==> src/rtl/flop_write_arbiter.sv <==
// -----------------------------------------------------------------------------
// flop_write_arbiter
//   Round-robin arbiter that schedules all writes into one shared register so
//   that exactly one load happens per clock edge. Each write is acknowledged
//   with a single-cycle one-hot grant pulse. A requester granted on one edge is
//   masked on the next edge. This lets it drop req after seeing gnt without
//   being granted twice.
//
// Parameters
//   size  width of the shared register and of each requester's data lane
//   nreq  number of requesters (2..8)
//   cntw  width of the saturating write counter
//
// Ports
//   clk      clock, all state changes on the rising edge
//   rst_n    asynchronous active-low reset
//   req      request vector, bit i belongs to requester i
//   wdata    packed write data, requester i = wdata[i*size +: size]
//   hold     freezes arbitration and register loading
//   gnt      registered one-hot grant pulse
//   q        shared register contents
//   q_valid  set once q has been written since reset
//   busy     high while the sequencer is in GRANT
//   wr_cnt   saturating count of completed writes
// -----------------------------------------------------------------------------
module flop_write_arbiter #(
  parameter int size = 4,
  parameter int nreq = 4,
  parameter int cntw = 8
) (
  input  logic                 clk,
  input  logic                 rst_n,
  input  logic [nreq-1:0]      req,
  input  logic [nreq*size-1:0] wdata,
  input  logic                 hold,
  output logic [nreq-1:0]      gnt,
  output logic [size-1:0]      q,
  output logic                 q_valid,
  output logic                 busy,
  output logic [cntw-1:0]      wr_cnt
);

  localparam int pw = (nreq > 1) ? $clog2(nreq) : 1;

  localparam logic [1:0] ST_IDLE   = 2'd0;
  localparam logic [1:0] ST_GRANT  = 2'd1;
  localparam logic [1:0] ST_FROZEN = 2'd2;

  logic [1:0]      state, state_nxt;
  logic [pw-1:0]   ptr, ptr_nxt;
  logic [pw-1:0]   sel;
  logic            found;
  logic [nreq-1:0] elig;
  logic [nreq-1:0] sel_onehot;
  logic [size-1:0] sel_data;
  logic            do_write;

  // The registered grant doubles as the mask. Last edge's winner sits out
  // this edge.
  assign elig = req & ~gnt;

  // Rotating priority search. Scan from ptr upward and wrap modulo nreq.
  always_comb begin
    logic [pw:0]   idx;
    logic [pw-1:0] cand;
    // NOTE: every variable gets a default before any conditional assignment,
    // so no path through the block leaves one unassigned and no latch is inferred.
    sel   = '0;
    found = 1'b0;
    idx   = '0;
    cand  = '0;
    for (int k = 0; k < nreq; k++) begin
      idx = {1'b0, ptr} + (pw+1)'(k);
      if (idx >= (pw+1)'(nreq)) idx = idx - (pw+1)'(nreq);
      cand = idx[pw-1:0];
      if (!found && elig[cand]) begin
        found = 1'b1;
        sel   = cand;
      end
    end
  end

  always_comb begin
    sel_onehot = '0;
    sel_data   = '0;
    for (int k = 0; k < nreq; k++) begin
      if (sel == pw'(k)) begin
        sel_onehot[k] = 1'b1;
        sel_data      = wdata[k*size +: size];
      end
    end
  end

  // FROZEN never loads the register, even on the edge where hold drops.
  assign do_write = (state != ST_FROZEN) && !hold && found;

  assign ptr_nxt = (sel == pw'(nreq-1)) ? '0 : sel + 1'b1;

  always_comb begin
    state_nxt = state;
    case (state)
      ST_IDLE, ST_GRANT: begin
        if (hold)       state_nxt = ST_FROZEN;
        else if (found) state_nxt = ST_GRANT;
        else            state_nxt = ST_IDLE;
      end
      ST_FROZEN: if (!hold) state_nxt = ST_IDLE;
      default:   state_nxt = ST_IDLE;
    endcase
  end

  // NOTE: sequential state uses non-blocking assignments, so every register
  // samples values from before the edge, whatever the statement order.
  always_ff @(posedge clk or negedge rst_n) begin
    if (!rst_n) begin
      state   <= ST_IDLE;
      ptr     <= '0;
      gnt     <= '0;
      q       <= '0;
      q_valid <= 1'b0;
      wr_cnt  <= '0;
    end else begin
      state <= state_nxt;
      if (do_write) begin
        q       <= sel_data;
        gnt     <= sel_onehot;
        ptr     <= ptr_nxt;
        q_valid <= 1'b1;
        if (wr_cnt != '1) wr_cnt <= wr_cnt + 1'b1;
      end else begin
        gnt <= '0;
      end
    end
  end

  assign busy = (state == ST_GRANT);

endmodule

==> config.mk <==
export PLATFORM = sky130hd
export DESIGN_NAME = flop_write_arbiter
export DESIGN_NICKNAME = d
export VERILOG_FILES = /design/src/rtl/flop_write_arbiter.sv
export SDC_FILE = /design/constraint.sdc
export NUM_CORES = 1
export LEC_CHECK = 0
export ABC_AREA = 1
export CORE_ASPECT_RATIO = 0.8
export CORE_UTILIZATION = 45
export CTS_CLUSTER_SIZE = 20
export DETAILED_ROUTE_END_ITERATION = 10
export PLACE_DENSITY_LB_ADDON = 0.2
export SETUP_SLACK_MARGIN = 0.05
export SLEW_MARGIN = 20
export SYNTH_ARGS = -nofsm -noshare
export SYNTH_HDL_FRONTEND = slang
export SYNTH_SLANG_ARGS = --single-unit
export TNS_END_PERCENT = 30
==> constraint.sdc <==
create_clock -name clk -period 2.6 [get_ports clk]
set_input_delay 0.65 -clock clk [delete_from_list [all_inputs] [get_ports clk]]
set_output_delay 0.65 -clock clk [all_outputs]
set_load 0.01 [all_outputs]
# Word-level counts from Yosys, hierarchy flattened
# Cells that the tools add are included.
# word_totals
reg_bits	21
inputBits	23
out_inout_bits	18
wordCells	80
# op_classes
add_sub_neg	9
n_lt_le_gt_ge	8
eq_ne	8
muxes	34
n_bitwise	2
reduce_logical	13
# op_table
operator	count
$mux W2	11
$mux W4	5
$mux W1	13
$lt A2 B3 Y1 const B	4
$ge A3 B3 Y1 const B	3
$add A8 B1 Y8 const B	1
$bmux W1 S2	4
$ne A8 B8 Y1 const B	1
$sub A2 B1 Y2 const B	4
$add A2 B2 Y3 const B	2
$eq A2 B2 Y1 const B	3
$logic_and A1 B1 Y1	5
$and A4 B4 Y4	1
$eq A2 B1 Y1 const B	2
$logic_not A1 Y1	4
$logic_not A2 Y1	2
$ne A2 B2 Y1 const B	2
$not A4 Y4	1
$pmux W2 S2	1
$add A2 B1 Y3 const B	1
$ge A2 B3 Y1 const B	1
$add A2 B1 Y2 const B	1
$reduce_and A2 Y1	1
$reduce_or A2 Y1	1

# Logic depth before layout (Yosys ltp)
# Gate-level depths: netlist (run 1).
# logic_depth
word_depth	19
mapped_depth	19

# Worst setup path before layout (run 1)
# No wires, ideal clock.
# synth_path
path_type	input to register
startpoint	in req[1]
endpoint	reg q[0]
setup_ns	0.117
arrival_ns	2.078
slack_ns	0.405
cell_stages	17
cell_sequence	nand3_1 -> nand3_1 -> nand2_2 -> inv_1 -> nand2_1 -> nand2_1 -> nand2_1 -> nand2_1 -> nor2_2 -> inv_1 -> ha_1 -> a21oi_1 -> nand2_1 -> o21ai_0 -> o21ai_0 -> nand2_1 -> nand2_1
# synth_between
elab_chain_len	18
word_cells_on_any_way	32
# synth_rtl
element	line	rtl
from (decl)	33	input logic [nreq-1:0] req,
$and A4 B4 Y4 *	60	assign elig = req & ~gnt;
$bmux W1 S2	76	if (!found && elig[cand]) begin
$mux W1 (not written as such)	76	
$mux W1	76	
$logic_not A1 Y1	76	
$logic_and A1 B1 Y1	76	
$mux W1	76	
$logic_not A1 Y1	76	
$logic_and A1 B1 Y1	76	
$mux W1	76	
$logic_not A1 Y1	76	
$logic_and A1 B1 Y1	76	
$mux W2	76	
$logic_not A2 Y1	87	if (sel == pw'(k)) begin
$mux W4 (4 in a row)	87	
to (signal assigned)	125	q <= sel_data;
to (decl)	37	output logic [size-1:0] q,
# Every way passes the cells marked *; elsewhere a longest branch is shown, timed or not. The select of a mux whose other input is x is not followed.
# A chain may end at the register's enable or synchronous reset.

# Worst setup path after layout (run 1)
# layout_path
startpoint	in req[0]
endpoint	reg q[0]
# The elaborated chain is that of the path after synthesis.

==> flow_summary.json, run 1 <==
{
  "crit_required_ns": 2.75,
  "firstDrtPassIters": 4,
  "dpl_cell_area_um2": 1938,
  "synth.area.top_cells": "dfrtp_1 36%, nand2_1 15%, nand3_1 7.3%",
  "crit_type": "in2reg",
  "die-area_um2": 3435,
  "netlist_instances": 189,
  "end_kind": "register",
  "diodes": 0,
  "p_total_mw": 2.752,
  "fin_crit_sh": 0.8941,
  "final_cells": 278,
  "clkSinkCount": 21,
  "power_leakage_nw": 0.9869,
  "powerDensity_nw_per_um2": 1318,
  "arrival_ns": 2.47,
  "antenna_found_initial": 0,
  "grt_setup_unrepaired": "no",
  "clock.fmax_mhz": 430.2,
  "top_layer_used": "met4",
  "crit_top_cell": "nand2_1",
  "routed_wl_um": 3584,
  "worstReg2RegStart": "ptr[0]",
  "period_needed_ns": 2.325,
  "max_stage_delay_ns": 0.28,
  "setup_viol": 0,
  "synth.avg_cell_area_um2": 7.626,
  "reg2reg_slack_ns": 0.33,
  "dr_wl_met3_um": 151,
  "gr-usage-all-layers": 0.2335,
  "chipHeight_um": 52.62,
  "cts_root_buf": "clkbuf_8",
  "die_w_um": 65.28,
  "grt_max_degree": 22,
  "final-max-slew-violation-count": 0,
  "placementRows": 17,
  "cts_made_buffers": 3,
  "insertion_delay_ns": 0.25,
  "crit_end": "q[0]",
  "grt_pass1_wl_um": 6182,
  "hold_depth": 1,
  "hpwl_um": 2673,
  "overflow": 0,
  "core_um2": 2893,
  "synth_area_um2": 1441,
  "gp_congestion": 0.8663,
  "r2r-end": "q[0]",
  "first_global_vias": 1442,
  "synth-seq-cells": 21,
  "clk_pin_slew_ns": 0.08,
  "syn_to_final_growth_pct": 44.88,
  "synth.distinct_cells": 25,
  "ir_worst_vdd_mv": 0.6998,
  "reg2reg_depth": 18,
  "via_per_inst": 5.209,
  "wire_per_inst_um": 12.89,
  "cap_violations": 0,
  "critPathLaunchType": "input port",
  "yosysMostFrequentCell": "nand2_1",
  "synth_ff_type": "dfrtp_1",
  "finalClockSkew_ns": 0.005093,
  "status": "finished clean",
  "synth_edf_count": 0,
  "hold-worst-slack_ns": 0.4806,
  "numPlacedInstances": 273,
  "cp_slowest_cell": "dlygate4sd2_1",
  "drc_errors": 0,
  "drt_iter0_markers": 111,
  "path_cells": "dlygate4sd2_1, nand3_2, nand3_2, nand2_2, inv_1, nand2_1, nand2_1, nand2_1, nand2_2, nor2_4, inv_2, ha_4, a21oi_1, nand2_1, o21ai_0, o21ai_0, nand2_1, nand2_1",
  "tritoncts": "yes",
  "io_pins": 41,
  "critPathLaunch": "req[0]",
  "synth_warnings": 0,
  "clockBufferDepth": 2,
  "worst-slew-pin-transition_ns": 0.4344,
  "seq_area_frac_synth": 0.3646,
  "crit_fanout": 5,
  "initial_core_util": 0.4983,
  "synth_top_area_cell": "dfrtp_1",
  "syn_nets": 217,
  "numPortBuffers": 40,
  "drt-met1-wl_um": 1610,
  "num_vias": 1448,
  "final_layout_size_suffix_gt1_frac": 0.2125,
  "met2_length_um": 1807,
  "yosys-top-cells-count": "59 x nand2_1, 21 x dfrtp_1, 21 x nand3_1",
  "synth_top_area_share": 0.3646,
  "hp-class": "reg2reg",
  "h-tree-depth": 1,
  "final.setup.tns_ns": 0,
  "fin_area_um2": 2088,
  "ant_nets": 0,
  "async_reset_ff_frac": 1.000,
  "fin_nets": 269,
  "finalHoldViolations": 0,
  "slew_headroom": 0.7082
}
## cells in the final DEF, fill, tap and decap left out, types with 2 or more instances in the layout
master and n:
nor2_4 3, clkdlybuf4s50_1 36, clkbuf_8 3, nand2_4 3, inv_1 15, ha_4 3
nand2_2 6, buf_4 10, dfrtp_1 20, nor2_1 7, nand4_1 10, dlymetal6s2s_1 2
nand2_1 57, dlygate4sd2_1 2, nand3_1 13, nand3_2 12, inv_2 4, nor3_1 2
xor2_1 5, nand3_4 2, a21oi_1 6, o21ai_0 8
## cells by family (layout without fill, tap and decap cells)
family,count (synthesis),after routing,share of synthesized area
AOI/OAI and AO/OA,17,17,0.06076
xor gates and xnor gates,5,5,0.03038
adders and majority gates,5,5,0.04340
buffers and inverters,23,74,0.06858
DFF,21,21,0.3646
and+or+nand+nor,118,118,0.4323
## critical path, delay by kind of cell
kind                     cells  cell delay, ns
AND/OR/NAND/NOR             11            0.92
buffers and inverters        3            0.44
adder cells (fa/ha/maj)      1            0.19
AO/OA/AOI/OAI                3            0.28
## how the worst min path moves through the flow
stage	startpoint	to	slack [ns]
4_1_cts	state[0]	state[1]	0.49
2_1_floorplan	rst_n	gnt[0]	0.35
5_1_grt	state[0]	state[1]	0.50
3_3_place_gp	state[0]	state[1]	0.44
6_report	state[0]	state[1]	0.48
3_5_place_dp	q_valid	q_valid	0.47
## metal layers
| layer | track usage | vias up |
|---|---|---|
| li1 | - | 722 |
| met1 | 0.3046 | 692 |
| met2 | 0.4038 | 32 |
| met3 | 0.04783 | 2 |
| met4 | 0.03986 | 0 |
| met5 | 0 | - |
## state kept, by name, indices dropped and copies added, names as in the netlist
signal and cells:
wr_cnt 8, gnt 4, q 4, ptr 2, state 2, q_valid 1
## repair_timing
item,4_1_cts,5_1_grt
buffers inserted,1,0
hold buffers,0,0
endpoints found under the setup margin,4,4
pin swaps,3,3
resized for setup,12,15
## stage by stage
stage	utilization	setup WS (ns)
floorplan	-	0.4050
global placement	0.6700	-0.1949
detailed placement	0.6700	-0.2980
CTS	0.7003	0.05304
global route	0.7219	0.1007
finish	0.7219	0.2753
## layout make-up
| type | instances | area [um^2] |
|---|---|---|
| repair buffers | 50 | 478.0 |
| clock buffers | 4 | 45.04 |
| multi-input cells | 145 | 910.9 |
| inverters | 20 | 80.08 |
| flip-flops and latches | 21 | 526.8 |
| fillers | 230 | 804.5 |
| well taps | 38 | 47.55 |
## power by group
group	switching (mW)	total (mW)	internal (mW)
clock	0.0993	0.208	0.109
combinational	1.13	1.99	0.858
sequential	0.123	0.555	0.432
Power figures use the tool's default switching activity.
==> run 2: changes to the inputs <==
--- a/config.mk
+++ b/config.mk
@@ -7,7 +7,7 @@
 export LEC_CHECK = 0
 export ABC_AREA = 1
 export CORE_ASPECT_RATIO = 0.8
-export CORE_UTILIZATION = 45
+export CORE_UTILIZATION = 43
 export CTS_CLUSTER_SIZE = 20
 export DETAILED_ROUTE_END_ITERATION = 10
 export PLACE_DENSITY_LB_ADDON = 0.2
==> constraint.sdc (replaced) <==
create_clock -name clk -period 1.9 [get_ports clk]
set_input_delay 0.475 -clock clk [delete_from_list [all_inputs] [get_ports clk]]
set_output_delay 0.475 -clock clk [all_outputs]
set_load 0.01 [all_outputs]
==> flow_summary.json, run 2 (synthesized netlist as in run 1, its figures left out) <==
{
  "critPathLaunchType": "register",
  "fin_area_um2": 2374,
  "syn_to_final_growth_pct": 64.67,
  "num_vias": 1500,
  "insertion_delay_ns": 0.26,
  "status": "complete, but fails checks",
  "largest_register": "wr_cnt",
  "arrival_ns": 2.34,
  "cts_root_buf": "clkbuf_8",
  "r2r-end": "q[1]",
  "drt_iter0_markers": 89,
  "fin_crit_sh": 1.150,
  "crit_type": "reg2reg",
  "hp-class": "reg2reg",
  "h-tree-depth": 1,
  "min_from": "state[0]",
  "tritoncts": "yes",
  "ir_worst_vdd_mv": 1.159,
  "ant_nets": 0,
  "final-max-slew-violation-count": 0,
  "reg2reg_depth": 18,
  "path_cells": "clkinv_4, nand3_4, nand3_4, nand2_4, inv_2, nand2_4, nand2_2, nand2_2, nand2_2, nor2_4, inv_2, ha_4, a21oi_2, nand2_1, o21ai_1, o21ai_1, nand2_1, nand2_1",
  "fin_nets": 288,
  "via_per_inst": 5.017,
  "final_common_cell": "nand2_1",
  "overflow": 0,
  "nFillCells": 226,
  "crit_end": "q[1]",
  "power_leakage_nw": 1.110,
  "setup_viol": 16,
  "gp_congestion": 0.8015,
  "grt_max_degree": 22,
  "cts_made_buffers": 3,
  "finalClockSkew_ns": 0.009216,
  "placementRows": 18,
  "clk_pin_slew_ns": 0.08,
  "clock.fmax_mhz": 457.6,
  "worst-slew-pin-transition_ns": 0.4147,
  "hpwl_um": 2616,
  "diodes": 0,
  "final_cell_mix": "52 x nand2_1, 35 x clkdlybuf4s50_1, 28 x buf_4",
  "end_kind": "register",
  "drc_errors": 0,
  "crit_required_ns": 2.05,
  "finalHoldViolations": 0,
  "largestRegisters": "wr_cnt (8), gnt (4), q (4)",
  "gr-usage-all-layers": 0.2117,
  "chipHeight_um": 53.79,
  "wire_per_inst_um": 12.63,
  "clkSinkCount": 21,
  "largest_register_ffs": 8,
  "cap_violations": 0,
  "antenna_found_initial": 0,
  "hold_depth": 1,
  "layout_setup_ws_ns": -0.2853,
  "crit_fanout": 8,
  "clockBufferDepth": 2,
  "routed_wl_um": 3775,
  "grt_pass1_wl_um": 5678,
  "powerDensity_nw_per_um2": 1985,
  "numPortBuffers": 40,
  "dp_slack_ns": -0.6939,
  "die-area_um2": 3589,
  "period_needed_ns": 2.185,
  "initial_core_util": 0.4604,
  "firstDrtPassIters": 6,
  "critPathLaunch": "ptr[0]",
  "cts_hold_buf": 0,
  "worstReg2RegStart": "ptr[0]",
  "slew_headroom": 0.7214,
  "violations": "negative setup slack",
  "io_pins": 41,
  "die_w_um": 66.73,
  "first_global_vias": 1270,
  "reg2reg_slack_ns": -0.29,
  "final_layout_size_suffix_gt1_frac": 0.3629,
  "cp_slowest_cell": "dfrtp_2",
  "core_um2": 3131,
  "max_stage_delay_ns": 0.48,
  "dpl_cell_area_um2": 2126,
  "grt_setup_unrepaired": "yes"
}
==> run 2: final cells by class <==
class                           count  area, um^2  share of cell area
Multi-Input combinational cell    145        1042              0.4391
Timing Repair Buffer               69       619.3              0.2609
Sequential cell                    21       528.0              0.2225
Inverter                           20       87.58             0.03690
Tap cell                           40       50.05             0.02109
Clock buffer                        3       41.29             0.01740
Clock inverter                      1       5.005            0.002109
==> run 2: stage by stage <==
stage | util | hold slack, ns | cells | total power [mW] | TNS, ns
CTS | 0.7262 | 0.4553 | 292 | 4.378 | -0.9200
global placement | 0.6791 | 0.4375 | 283 | 3.757 | -6.477
floorplan | - | 0.1794 | 189 | 2.856 | -0.2140
global route | 0.7582 | 0.4826 | 299 | 5.053 | -3.443
detailed placement | 0.6791 | 0.4440 | 283 | 3.810 | -7.120
finish | 0.7582 | 0.4529 | 299 | 4.711 | -1.450
==> run 2: routing by layer <==
metal | track usage | part of all wire | up-vias
met5 | 0 | 0 | -
met1 | 0.2870 | 0.48 | 703
met4 | 0.03546 | 0.0042 | 0
li1 | - | - | 762
met3 | 0.03390 | 0.037 | 4
met2 | 0.3620 | 0.48 | 31
==> run 2: repair_timing <==
| item | 4_1_cts | 5_1_grt |
|---|---|---|
| cloned | 0 | 0 |
| endpoints found under the setup margin | 11 | 19 |
| pin swaps | 25 | 7 |
| setup buffers | 5 | 7 |
| resized for setup | 22 | 11 |
==> run 2: how the worst min path moves through the flow <==
stage                           to  slack, ns
after floorplan             gnt[0]       0.18
after global placement    state[1]       0.44
final                     state[1]       0.45
after detailed placement  state[1]       0.44
after CTS                 state[1]       0.46
after global routing      state[1]       0.48
==> run 2: critical path, delay by kind of cell (launching register included) <==
kind                       cells  cell delay [ns]
and+or+nand+nor               11             0.88
DFF                            1             0.48
buffers and inverters          3             0.27
AOI/OAI and AO/OA              3             0.24
adders and majority gates      1             0.19
==> run 2: power by group <==
part	leakage [nW]	internal (mW)	switching (mW)
combinational	0.817	1.73	1.95
clock	0.0255	0.146	0.150
sequential	0.268	0.593	0.147
total	1.11	2.46	2.25
